<file path="src/rtl/instr_fetch_unit_pkg.sv">
`default_nettype none
// ============================================================================
// Module      : instr_fetch_unit_pkg
// Description : Shared types and constants for the instruction fetch unit.
//               Defines the prefetch queue entry ({pc, instr}) and the
//               helper used to size the credit counters.
// Revision    : 1.0 - initial release
// ============================================================================
package instr_fetch_unit_pkg;

    localparam int c_INSTR_WIDTH = 32;
    // Queue entries carry a full 32-bit PC; the top zero-extends narrower PCs.
    localparam int c_PC_WIDTH    = 32;
    localparam int c_PC_INCR     = 4;

    typedef struct packed {
        logic [c_PC_WIDTH-1:0]    pc;
        logic [c_INSTR_WIDTH-1:0] instr;
    } fetch_queue_entry_t;

    // Width of a counter that must hold values 0..depth inclusive.
    function automatic int cnt_width(input int depth);
        return $clog2(depth + 1);
    endfunction

endpackage
`default_nettype wire

</file>
<file path="src/rtl/instr_fetch_unit_fetch_queue.sv">
`default_nettype none
// ============================================================================
// Module      : instr_fetch_unit_fetch_queue
// Description : Small circular FIFO of fetch_queue_entry_t used as the
//               prefetch buffer. flush has priority over push and pop.
//               Push and pop in the same cycle are allowed, including when
//               the queue is full.
// Ports       : clk, rst_n       clock, async active-low reset
//               push, push_entry write an entry at the tail
//               pop              drop the head entry
//               flush            empty the queue
//               head             current head entry (RESET_ENTRY after reset)
//               count/empty/full occupancy
// Revision    : 1.0 - initial release
// ============================================================================
module instr_fetch_unit_fetch_queue
    import instr_fetch_unit_pkg::*;
#(
    parameter int                 DEPTH       = 2,
    parameter fetch_queue_entry_t RESET_ENTRY = '0,
    parameter int                 CNT_W       = cnt_width(DEPTH)
) (
    input  logic               clk,
    input  logic               rst_n,
    input  logic               push,
    input  fetch_queue_entry_t push_entry,
    input  logic               pop,
    input  logic               flush,
    output fetch_queue_entry_t head,
    output logic [CNT_W-1:0]   count,
    output logic               empty,
    output logic               full
);

    localparam int c_PTR_W = (DEPTH > 1) ? $clog2(DEPTH) : 1;

    fetch_queue_entry_t  r_mem [DEPTH];
    logic [c_PTR_W-1:0]  r_rd_ptr;
    logic [c_PTR_W-1:0]  r_wr_ptr;
    logic [CNT_W-1:0]    r_count;

    logic                w_pop;
    logic                w_push;

    function automatic logic [c_PTR_W-1:0] ptr_inc(input logic [c_PTR_W-1:0] p);
        return (p == c_PTR_W'(DEPTH - 1)) ? '0 : p + 1'b1;
    endfunction

    assign empty = (r_count == '0);
    assign full  = (r_count == CNT_W'(DEPTH));
    assign count = r_count;
    assign head  = r_mem[r_rd_ptr];

    // A push into a full queue is only taken when the head leaves in the
    // same cycle, so an entry is never overwritten.
    assign w_pop  = pop && !empty;
    assign w_push = push && (!full || w_pop);

    always_ff @(posedge clk or negedge rst_n) begin
        if (!rst_n) begin
            r_rd_ptr <= '0;
            r_wr_ptr <= '0;
            r_count  <= '0;
            for (int i = 0; i < DEPTH; i++) begin
                r_mem[i] <= RESET_ENTRY;
            end
        end else if (flush) begin
            r_rd_ptr <= '0;
            r_wr_ptr <= '0;
            r_count  <= '0;
        end else begin
            if (w_push) begin
                r_mem[r_wr_ptr] <= push_entry;
                r_wr_ptr        <= ptr_inc(r_wr_ptr);
            end
            if (w_pop) begin
                r_rd_ptr <= ptr_inc(r_rd_ptr);
            end
            case ({w_push, w_pop})
                2'b10:   r_count <= r_count + 1'b1;
                2'b01:   r_count <= r_count - 1'b1;
                default: r_count <= r_count;
            endcase
        end
    end

endmodule
`default_nettype wire

</file>
<file path="src/rtl/instr_fetch_unit.sv">
`default_nettype none
// ============================================================================
// Module      : instr_fetch_unit
// Description : Fetch stage ahead of the decoder. Issues sequential word
//               fetches on a valid/ready request port, buffers in-order
//               responses tagged with their PC, and presents them to decode.
//               A redirect pulse flushes the buffer and discards responses
//               that are still in flight.
// Ports       : clk, rst_n                     clock, async active-low reset
//               mem_req_valid/addr/ready        fetch request channel
//               mem_rsp_valid/data              in-order fetch responses
//               redirect_valid/pc               restart fetch at redirect_pc
//               out_valid/instr/pc/ready        decoder channel
// Revision    : 1.0 - initial release
// ============================================================================
module instr_fetch_unit
    import instr_fetch_unit_pkg::*;
#(
    parameter int                    ADDR_WIDTH  = 32,   // up to 32
    parameter int                    QUEUE_DEPTH = 2,
    parameter logic [ADDR_WIDTH-1:0] RESET_PC    = '0
) (
    input  logic                     clk,
    input  logic                     rst_n,
    output logic                     mem_req_valid,
    output logic [ADDR_WIDTH-1:0]    mem_req_addr,
    input  logic                     mem_req_ready,
    input  logic                     mem_rsp_valid,
    input  logic [c_INSTR_WIDTH-1:0] mem_rsp_data,
    input  logic                     redirect_valid,
    input  logic [ADDR_WIDTH-1:0]    redirect_pc,
    output logic                     out_valid,
    output logic [c_INSTR_WIDTH-1:0] out_instr,
    output logic [ADDR_WIDTH-1:0]    out_pc,
    input  logic                     out_ready
);

    localparam int c_CNT_W = cnt_width(QUEUE_DEPTH);
    localparam int c_SUM_W = c_CNT_W + 1;
    localparam fetch_queue_entry_t c_RESET_ENTRY = '{pc: c_PC_WIDTH'(RESET_PC), instr: '0};

    logic [ADDR_WIDTH-1:0] r_fetch_pc;
    logic [ADDR_WIDTH-1:0] r_rsp_pc;
    logic [c_CNT_W-1:0]    r_outstanding;
    logic [c_CNT_W-1:0]    r_discard;

    logic [ADDR_WIDTH-1:0] w_redirect_pc;
    logic [c_CNT_W-1:0]    w_q_count;
    logic                  w_q_empty;
    logic                  w_q_full;
    fetch_queue_entry_t    w_head;
    fetch_queue_entry_t    w_push_entry;
    logic                  w_credit;
    logic                  w_req_fire;
    logic                  w_push;
    logic                  w_pop;

    assign w_redirect_pc = redirect_pc & ~ADDR_WIDTH'(2'b11);

    // Buffered plus in-flight fetches may never exceed the queue depth, so
    // every response that is kept is guaranteed a slot. The count used here
    // is registered: a pop from a full queue frees its credit next cycle.
    assign w_credit = (({1'b0, w_q_count} + {1'b0, r_outstanding}) < c_SUM_W'(QUEUE_DEPTH));

    // rst_n is included so the request port reads idle while reset is held.
    assign mem_req_valid = rst_n && !redirect_valid && w_credit;
    assign mem_req_addr  = r_fetch_pc;
    assign w_req_fire    = mem_req_valid && mem_req_ready;

    assign w_push = mem_rsp_valid && !redirect_valid && (r_discard == '0);
    assign w_push_entry = '{pc: c_PC_WIDTH'(r_rsp_pc), instr: mem_rsp_data};

    assign out_valid = !w_q_empty && !redirect_valid;
    assign out_instr = w_head.instr;
    assign out_pc    = w_head.pc[ADDR_WIDTH-1:0];
    assign w_pop     = out_valid && out_ready;

    instr_fetch_unit_fetch_queue #(
        .DEPTH       (QUEUE_DEPTH),
        .RESET_ENTRY (c_RESET_ENTRY),
        .CNT_W       (c_CNT_W)
    ) u_fetch_queue (
        .clk        (clk),
        .rst_n      (rst_n),
        .push       (w_push),
        .push_entry (w_push_entry),
        .pop        (w_pop),
        .flush      (redirect_valid),
        .head       (w_head),
        .count      (w_q_count),
        .empty      (w_q_empty),
        .full       (w_q_full)
    );

    always_ff @(posedge clk or negedge rst_n) begin
        if (!rst_n) begin
            r_fetch_pc    <= RESET_PC;
            r_rsp_pc      <= RESET_PC;
            r_outstanding <= '0;
            r_discard     <= '0;
        end else begin
            // Every response retires one in-flight request, kept or dropped.
            case ({w_req_fire, mem_rsp_valid})
                2'b10:   r_outstanding <= r_outstanding + 1'b1;
                2'b01:   r_outstanding <= r_outstanding - 1'b1;
                default: r_outstanding <= r_outstanding;
            endcase

            if (redirect_valid) begin
                r_fetch_pc <= w_redirect_pc;
                r_rsp_pc   <= w_redirect_pc;
                // Everything still in flight after this cycle belongs to the
                // old stream and must be thrown away.
                r_discard  <= r_outstanding - c_CNT_W'(mem_rsp_valid);
            end else begin
                if (w_req_fire) begin
                    r_fetch_pc <= r_fetch_pc + ADDR_WIDTH'(c_PC_INCR);
                end
                if (w_push) begin
                    r_rsp_pc <= r_rsp_pc + ADDR_WIDTH'(c_PC_INCR);
                end
                if (mem_rsp_valid && (r_discard != '0)) begin
                    r_discard <= r_discard - 1'b1;
                end
            end
        end
    end

    a_rsp_has_request: assert property (@(posedge clk) disable iff (!rst_n)
        mem_rsp_valid |-> (r_outstanding != '0));

    a_no_overflow: assert property (@(posedge clk) disable iff (!rst_n)
        w_push |-> (!w_q_full || w_pop));

endmodule
`default_nettype wire

</file>
<file path="config.mk">
export PLATFORM = sky130hd
export DESIGN_NAME = instr_fetch_unit
export DESIGN_NICKNAME = d
export VERILOG_FILES = /design/src/rtl/instr_fetch_unit_pkg.sv /design/src/rtl/instr_fetch_unit_fetch_queue.sv /design/src/rtl/instr_fetch_unit.sv
export SDC_FILE = /design/constraint.sdc
export NUM_CORES = 1
export LEC_CHECK = 0
export ABC_AREA = 1
export CORE_MARGIN = 8
export CORE_UTILIZATION = 37
export DETAILED_ROUTE_END_ITERATION = 12
export GPL_ROUTABILITY_DRIVEN = 0
export PLACE_DENSITY_LB_ADDON = 0.3
export SYNTH_ARGS = -nofsm -noshare
export SYNTH_HDL_FRONTEND = slang
export SYNTH_HIERARCHICAL = 1
export SYNTH_SLANG_ARGS = --single-unit
</file>
<file path="constraint.sdc">
create_clock -name clk -period 2.75 [get_ports clk]
set_input_delay 0.6875 -clock clk [delete_from_list [all_inputs] [get_ports clk]]
set_output_delay 0.6875 -clock clk [all_outputs]
set_load 0.01 [all_outputs]
</file>
# Yosys cells after proc, flatten, opt, wreduce, memory -nomap -nowiden
# Cells that the tools add are included.
# totals
reg_bits	200
output_inout_bits	98
word_cells	81
# op_classes
addsub	11
n_lt_le_gt_ge	4
n_eq_ne	5
muxes	21
bitwise_logic	3
reduce_logical	26
# op_table
operator	count
$mux 64	4
$bwmux 128	1
$mux 32	4
$add 32x3->32 const B	2
$demux 64 s1	1
$reduce_bool 2->1	7
$logic_and 1x1->1	11
$pmux 2 s2	2
$eq 2x2->1 const B	3
$mux 1	6
$mux 2	3
$sub 2x1->2 const B	3
$add 2x1->2 const B	2
$eq 2x1->1 const B	2
$ge 2x2->1 const B	2
$logic_not 2->1	2
$not 1->2	2
$add 2x2->3	1
$logic_not 1->1	3
$lt 3x2->1 const B	1
$reduce_bool 3->1	1
$add 1x1->1 const B	2
$lt 2x1->1 const B	1
$reduce_and 2->1	1
3 further kinds	3

# Logic depth before layout (Yosys ltp)
# Gate-level depths: netlist (run 1).
# depth
depth_word	10
depth_mapped	14

# By module
# Netlist (run 1), hierarchy kept.
# modules_own_cells
mod	instances	cells_per_inst	area_each_um2	seq_area_each_um2
instr_fetch_unit_fetch_queue	1	720	6374.9	3303.2
instr_fetch_unit	1	658	4509.3	1601.5

# Worst setup path after synthesis (run 1)
# OpenSTA, ideal clock, no wires.
# synth_path
path_type	input to register
start	input port redirect_valid
end	register u_fetch_queue/r_mem[49] (netlist name)
arrival_time_ns	2.149
setup_slack_ns	0.483
path_stages	10
cell_sequence	buf_2 -> buf_1 -> nor3b_1 -> inv_1 -> nand2_4 -> nand4_4 -> buf_6 -> buf_4 -> nand2_1 -> o21ai_2
# synth_via
elab_chain_cells	7
elab_cells_between_ends	10
cone_classes	bitwise (1); reduce/logical (9)
# synth_rtl
element	line	text
start, declared	instr_fetch_unit.sv:30	input logic redirect_valid,
$logic_not 1->1	instr_fetch_unit.sv:73	assign out_valid = !w_q_empty && !redirect_valid;
$logic_and 1x1->1	instr_fetch_unit.sv:73	
$logic_and 1x1->1	instr_fetch_unit.sv:76	assign w_pop = out_valid && out_ready;
net w_pop	instr_fetch_unit.sv:56	logic w_pop;
$logic_and 1x1->1	instr_fetch_unit_fetch_queue.sv:56	assign w_pop = pop && !empty;
$logic_or 1x1->1	instr_fetch_unit_fetch_queue.sv:57	assign w_push = push && (!full || w_pop);
$logic_and 1x1->1	instr_fetch_unit_fetch_queue.sv:57	
$reduce_and 2->1 (no line)	-	
end signal, assigned by index	instr_fetch_unit_fetch_queue.sv:73	r_mem[r_wr_ptr] <= push_entry;
end, declared	instr_fetch_unit_fetch_queue.sv:37	fetch_queue_entry_t r_mem [DEPTH];
# The timed path passes the listed nets, and every way through them passes these cells.
# A chain may end at the register's enable or synchronous reset.

# Worst setup path in the final report (run 1)
# layout_path
start	input port redirect_valid
end	output port out_valid
# layout_via
elab_chain_cells	2
# layout_rtl
element	line	text
$logic_not 1->1	instr_fetch_unit.sv:73	
$logic_and 1x1->1	instr_fetch_unit.sv:73	
end, declared	instr_fetch_unit.sv:32	output logic out_valid,
# No other way between the ends.

==> impl_metrics.csv, run 1 <==
group,metric,value,unit
run_status,status,"completed",
final_layout,final_layout_size_suffix_gt1_frac,0.154,
worst_setup_path,crit_path_end_kind,"output pin",
final_layout,fillers,2889,
die,ios,168,
final_layout,stdcell_area,0.0136,mm^2
worst_setup_path,start_kind,"input pin",
power_and_ir_drop,peakVddDrop,462,uV
final_layout,nNetsFinal,1623,
logic_synthesis,ys_types,42,
timing,rsz0062_at_grt,"false",
clocking,cts_num_sinks,196,
power_and_ir_drop,swShare,0.360,
timing,period_minus_slack,2.66,ns
worst_setup_path,required,2.06,ns
worst_setup_path,path_max_fanout,3,
final_layout,final_common_cell,"nand2_1",
clocking,clk_pin_slew,0.08,ns
power_and_ir_drop,leakagePower,6.52,nW
logic_synthesis,synth_ff_type,"dfrtp_1",
power_and_ir_drop,p_int,6.82,mW
logic_synthesis,async_reset_ff_frac,1.00,
power_and_ir_drop,share_comb_of_total_power,0.368,
final_layout,layout_common_cells,"nand2_1 (552), dfrtp_1 (195), clkdlybuf4s50_1 (161)",
die,dieArea,0.0352,mm^2
logic_synthesis,synthCells,1378,
global_route,grt.total_usage,0.164,
clocking,cts_tree,"built",
global_route,antenna_found_initial,0,
clocking,h-tree-depth,4,
route,vias,9175,
timing,finalHoldViolations,0,
timing,max_freq,376,MHz
placed_design,place_area,0.0130,mm^2
power_and_ir_drop,powerDensity,785,mW/mm^2
global_route,grt_max_degree,105,
logic_synthesis,ys_seq_area_frac,0.451,
logic_synthesis,synth_top_area_share,0.451,
global_route,grt_pass1_wl,47400,um
clocking,cts_buffers,17,
timing,period_share,0.968,
die,initial_core_util,0.377,
clocking,ctsHoldBuffers,0,
route,wirelength,28600,um
final_layout,diodes,0,
final_layout,fin_cells,1944,
placed_design,portBuffers,163,
power_and_ir_drop,power,10.7,mW
global_route,grt_pass1_vias,9223,
worst_setup_path,critPathKind,"input pin to output pin",
power_and_ir_drop,seqPwrFrac,0.404,
clocking,clock-root-buffer,"clkbuf_16",
logic_synthesis,yosys-top-cells-area,"dfrtp_1 (45%), nand2_1 (19%), o21ai_2 (8.9%)",
logic_synthesis,synth-edff-count,0,
flow_run,cap_violations,0,
logic_synthesis,synth_top_cell_by_area,"dfrtp_1",
route,drc,0,
route,drt_iter0_markers,825,
timing,finalSetupViolCount,0,
clocking,cts.path.max_buffers,2,
route,vias_per_cell,4.72,
timing,finalMaxSlewViolations,0,
die,core,0.0289,mm^2
placed_design,dp_cells,1911,
placed_design,dp_hpwl,20800,um
timing,finClkSkew,0.0120,ns
final_layout,synthToLayoutAreaGrowth,24.7,%
logic_synthesis,yosysWarningCount,6,
worst_hold_path,hp-class,"input pin to async pin",
timing,worstMarginPinSlew,0.995,ns
logic_synthesis,syn_area,0.0109,mm^2
global_route,gr-total-overflow,0,
route,drtPass1Iterations,5,
worst_setup_path,critical_path_arrival,1.97,ns
route,avgRoutedWirePerCell,14.7,um
power_and_ir_drop,switching_power,3.84,mW
clocking,insertion_delay,0.43,ns
timing,relSlewSlack,0.337,
power_and_ir_drop,clkPwrFrac,0.228,
die,die_height,188,um
route,ant_nets,0,
die,fp.dieW,188,um
die,num_rows,62,
logic_synthesis,ys_seq_elements,196,
logic_synthesis,avgSynthCellArea,7.90,um^2
power groups by stage:
stage                     Combinational, mW  Sequential (mW)  Clock [mW]
after floorplan                        2.19             4.23           0
after CTS                              3.99             4.30        2.51
after global routing                   4.40             4.43        2.62
final                                  3.92             4.31        2.42
after detailed placement               3.96             4.35           0
after global placement                 3.87             4.33           0
cell families (layout without fill, tap and decap cells):
| family | count (synthesis) | in the layout | share of synthesized area |
|---|---|---|---|
| AO/OA/AOI/OAI | 191 | 191 | 0.133 |
| XOR/XNOR | 25 | 25 | 0.0201 |
| adder cells (fa/ha/maj) | 6 | 6 | 0.00759 |
| buffers and inverters | 207 | 386 | 0.0930 |
| flip-flops | 196 | 196 | 0.451 |
| other | 1 | 4 | 0.000345 |
| AND/OR/NAND/NOR | 752 | 752 | 0.296 |
sequential cells by signal, indices dropped and copies added (netlist names):
signal and cells:
u_fetch_queue/count 2, u_fetch_queue/r_mem 128, r_discard 2, r_outstanding 2, r_rsp_pc 30, u_fetch_queue/r_rd_ptr 1, u_fetch_queue/r_wr_ptr 1, mem_req_addr 30
worst max-delay path, stage by stage:
cell	delay, ns
clkdlybuf4s50_1	0.48
buf_4	0.17
nor2_1	0.09
clkdlybuf4s50_1	0.55
final timing paths:
check                                   startpoint  cells after the start                 endpoint  slack (ns)
max                                 redirect_valid                      4                out_valid        0.09
min                                          rst_n                      2  u_fetch_queue/r_mem[87]        0.30
max reg2reg                       r_outstanding[1]                      7         r_outstanding[1]        0.63
min reg2reg                u_fetch_queue/r_mem[21]                      2  u_fetch_queue/r_mem[21]        0.48
max in group asynchronous                    rst_n                      3             r_rsp_pc[18]        1.15
min in group clk           u_fetch_queue/r_mem[21]                      2  u_fetch_queue/r_mem[21]        0.48
cell usage after synthesis, types with 13 or more instances:
master / n
nand2_1: 552
dfrtp_1: 196
inv_1: 145
o21ai_2: 110
nand3_1: 69
nor2_1: 60
o21ai_0: 30
buf_6: 23
xor2_1: 18
nand2_2: 16
nand4_1: 14
o211ai_1: 14
clkbuf_1: 13
per-layer routing:
metal	up-vias	global-route usage	part of all wire
met4	0	0.0403	0.012
met2	284	0.251	0.43
li1	4655	-	-
met3	25	0.0390	0.064
met1	4211	0.231	0.49
met5	-	0	0
final cells by class:
cell class	instances	area, um^2	share of cell area
flip-flops and latches	196	4910	0.361
multi-input cells	978	4990	0.367
repair buffers	204	2070	0.153
well taps	384	480	0.0354
inverters	150	563	0.0415
clock buffers	17	425	0.0313
clock inverters	15	144	0.0106
repair_timing:
item                                    4_1_cts  5_1_grt
cloned                                        0        0
endpoints found under the setup margin        1        9
gates resized for setup                       2        5
pin swaps                                     0        1
setup buffers                                 1        0
stage by stage:
stage / setup slack (ns) / utilization / setup TNS [ns] / hold slack (ns)
2_1_floorplan: 0.483 / - / 0 / 0.392
3_3_place_gp: -0.0742 / 0.450 / -0.675 / 0.464
3_5_place_dp: -0.137 / 0.450 / -2.42 / 0.468
4_1_cts: 0.0185 / 0.470 / 0 / 0.281
5_1_grt: 0.0173 / 0.470 / 0 / 0.293
6_report: 0.0884 / 0.470 / 0 / 0.299
(Power assumes the default switching activity.)
==> run 2, diff against run 1 <==
Settings changed: GPL_TIMING_DRIVEN set to 0.
==> run 2 against run 1 <==
- global-route usage up 1.1 points
- wire length up 8.4%
- clock skew about the same
- critical endpoint is now out_pc[11]
==> impl_metrics.csv, run 2 (synthesis gave the netlist of run 1 again) <==
group,metric,value,unit
global_route,grt_max_degree,122,
route,vias,9471,
die,ios,168,
worst_setup_path,crit_path_end_kind,"output pin",
route,wirelength,31000,um
global_route,grt.total_usage,0.175,
clocking,ctsHoldBuffers,0,
worst_setup_path,required,2.06,ns
global_route,grt_pass1_wl,50200,um
timing,period_minus_slack,2.66,ns
timing,finClkSkew,0.0125,ns
worst_setup_path,start_kind,"flop",
clocking,cts_tree,"built",
worst_setup_path,critPathKind,"flop to output pin",
power_and_ir_drop,peakVddDrop,441,uV
global_route,antenna_found_initial,0,
die,num_rows,62,
final_layout,largest_register_ff_count,128,
worst_setup_path,crit_top_cell,"nand2_1",
timing,finalSetupViolCount,0,
clocking,cts_num_sinks,196,
timing,finalHoldViolations,0,
route,drtPass1Iterations,8,
global_route,grt_pass1_vias,9476,
run_status,status,"completed",
die,initial_core_util,0.377,
timing,period_share,0.968,
die,core,0.0289,mm^2
worst_setup_path,cp_cell_sequence,"clkbuf_4, buf_4, nand2_1, nand2_1, clkdlybuf4s50_1",
timing,rsz0062_at_grt,"true",
final_layout,diodes,0,
worst_hold_path,hp-class,"input pin to async pin",
final_layout,final_layout_size_suffix_gt1_frac,0.162,
flow_run,cap_violations,0,
route,avgRoutedWirePerCell,15.8,um
route,drc,0,
final_layout,stdcell_area,0.0137,mm^2
placed_design,post-place-ws,-0.900,ns
clocking,insertion_delay,0.44,ns
power_and_ir_drop,powerDensity,779,mW/mm^2
route,drt_iter0_markers,654,
worst_setup_path,slowest_delay,0.56,ns
power_and_ir_drop,leakagePower,6.77,nW
final_layout,nNetsFinal,1641,
worst_setup_path,slowest_stage,"clkdlybuf4s50_1",
route,ant_nets,0,
placed_design,portBuffers,163,
timing,finalMaxSlewViolations,0,
clocking,cts.path.max_buffers,2,
final_layout,final_common_cell,"nand2_1",
timing,timing.hold.ws,0.209,ns
placed_design,dp_cells,1929,
final_layout,synthToLayoutAreaGrowth,26.3,%
placed_design,dp_hpwl,22800,um
clocking,h-tree-depth,4,
timing,worstMarginPinSlew,0.634,ns
final_layout,top_register,"u_fetch_queue/r_mem",
clocking,clk_pin_slew,0.07,ns
clocking,cts_buffers,17,
timing,relSlewSlack,0.578,
final_layout,fin_cells,1961,
clocking,clock-root-buffer,"clkbuf_16",
worst_setup_path,path_max_fanout,10,
timing,max_freq,375,MHz
route,vias_per_cell,4.83,
placed_design,place_area,0.0130,mm^2
worst_setup_path,critical_path_arrival,1.98,ns
die,fp.dieW,188,um
timing,setup_ws,0.0867,ns
final_layout,layout_common_cells,"nand2_1 (552), dfrtp_1 (195), clkdlybuf4s50_1 (146)",
die,die_height,188,um
global_route,gr-total-overflow,0,
die,dieArea,0.0352,mm^2
-- run 2: changes by cell type in the layout (fill, tap and decap cells not counted), sizes merged --
cell	change
inv	-3
clkinv	-2
clkdlybuf4s50	-15
dlymetal6s2s	+14
clkinvlp	+3
clkbuf	+10
bufinv	+1
dlygate4sd2	+1
buf	+8
-- run 2: path summary, 6_finish.rpt --
kind                                         startpoint                       to  slack, ns  cells past startpoint
worst max-delay path             u_fetch_queue/r_rd_ptr               out_pc[11]       0.09                      5
worst min-delay path                              rst_n  u_fetch_queue/r_mem[87]       0.21                      1
worst max register to register             r_discard[0]  u_fetch_queue/r_mem[47]       0.37                     12
worst min register to register  u_fetch_queue/r_mem[95]  u_fetch_queue/r_mem[95]       0.48                      2
max in group asynchronous                         rst_n             r_rsp_pc[28]       1.51                      2
min in group clk                u_fetch_queue/r_mem[95]  u_fetch_queue/r_mem[95]       0.48                      2
-- run 2: final cells by class --
class	count	area, um^2
clock inverters	14	148
repair buffers	166	1710
clock buffers	17	425
multi-input cells	978	4980
well taps	384	480
flip-flops and latches	196	4910
plain buffers	56	528
fillers	2890	15100
inverters	150	567
-- run 2: timing repair --
item / CTS / global route
endpoints found under the setup margin: 195 / 176
setup buffers: 2 / 0
resized for setup: 32 / 30
cloned: 0 / 0
endpoints found under the hold margin: 0 / 0
-- run 2: where the power goes --
part / internal, mW / switching (mW)
Sequential: 3.70 / 0.615
Clock: 1.27 / 1.19
Combinational: 1.89 / 2.04
-- run 2: critical path, delay by kind of cell (launching register included) --
family | cells | cell delay, ns
flops | 1 | 0.35
simple gates | 2 | 0.19
buf+inv | 3 | 0.99
-- run 2: per-layer routing --
layer  track usage  wire length [um]  vias to the layer above
li1              -                 -                     4694
met1         0.240             14700                     4431
met2         0.273             13800                      305
met3        0.0436              1950                       41
met4        0.0470               588                        0
met5             0                 0                        -
-- run 2: per-stage QoR --
step / power [mW] / util / setup TNS (ns)
2_1_floorplan: 6.42 / - / 0
3_3_place_gp: 8.21 / 0.451 / -1781.68
3_5_place_dp: 8.31 / 0.452 / -93.87
4_1_cts: 10.8 / 0.474 / 0
5_1_grt: 11.4 / 0.476 / -0.0385
6_report: 10.7 / 0.476 / 0
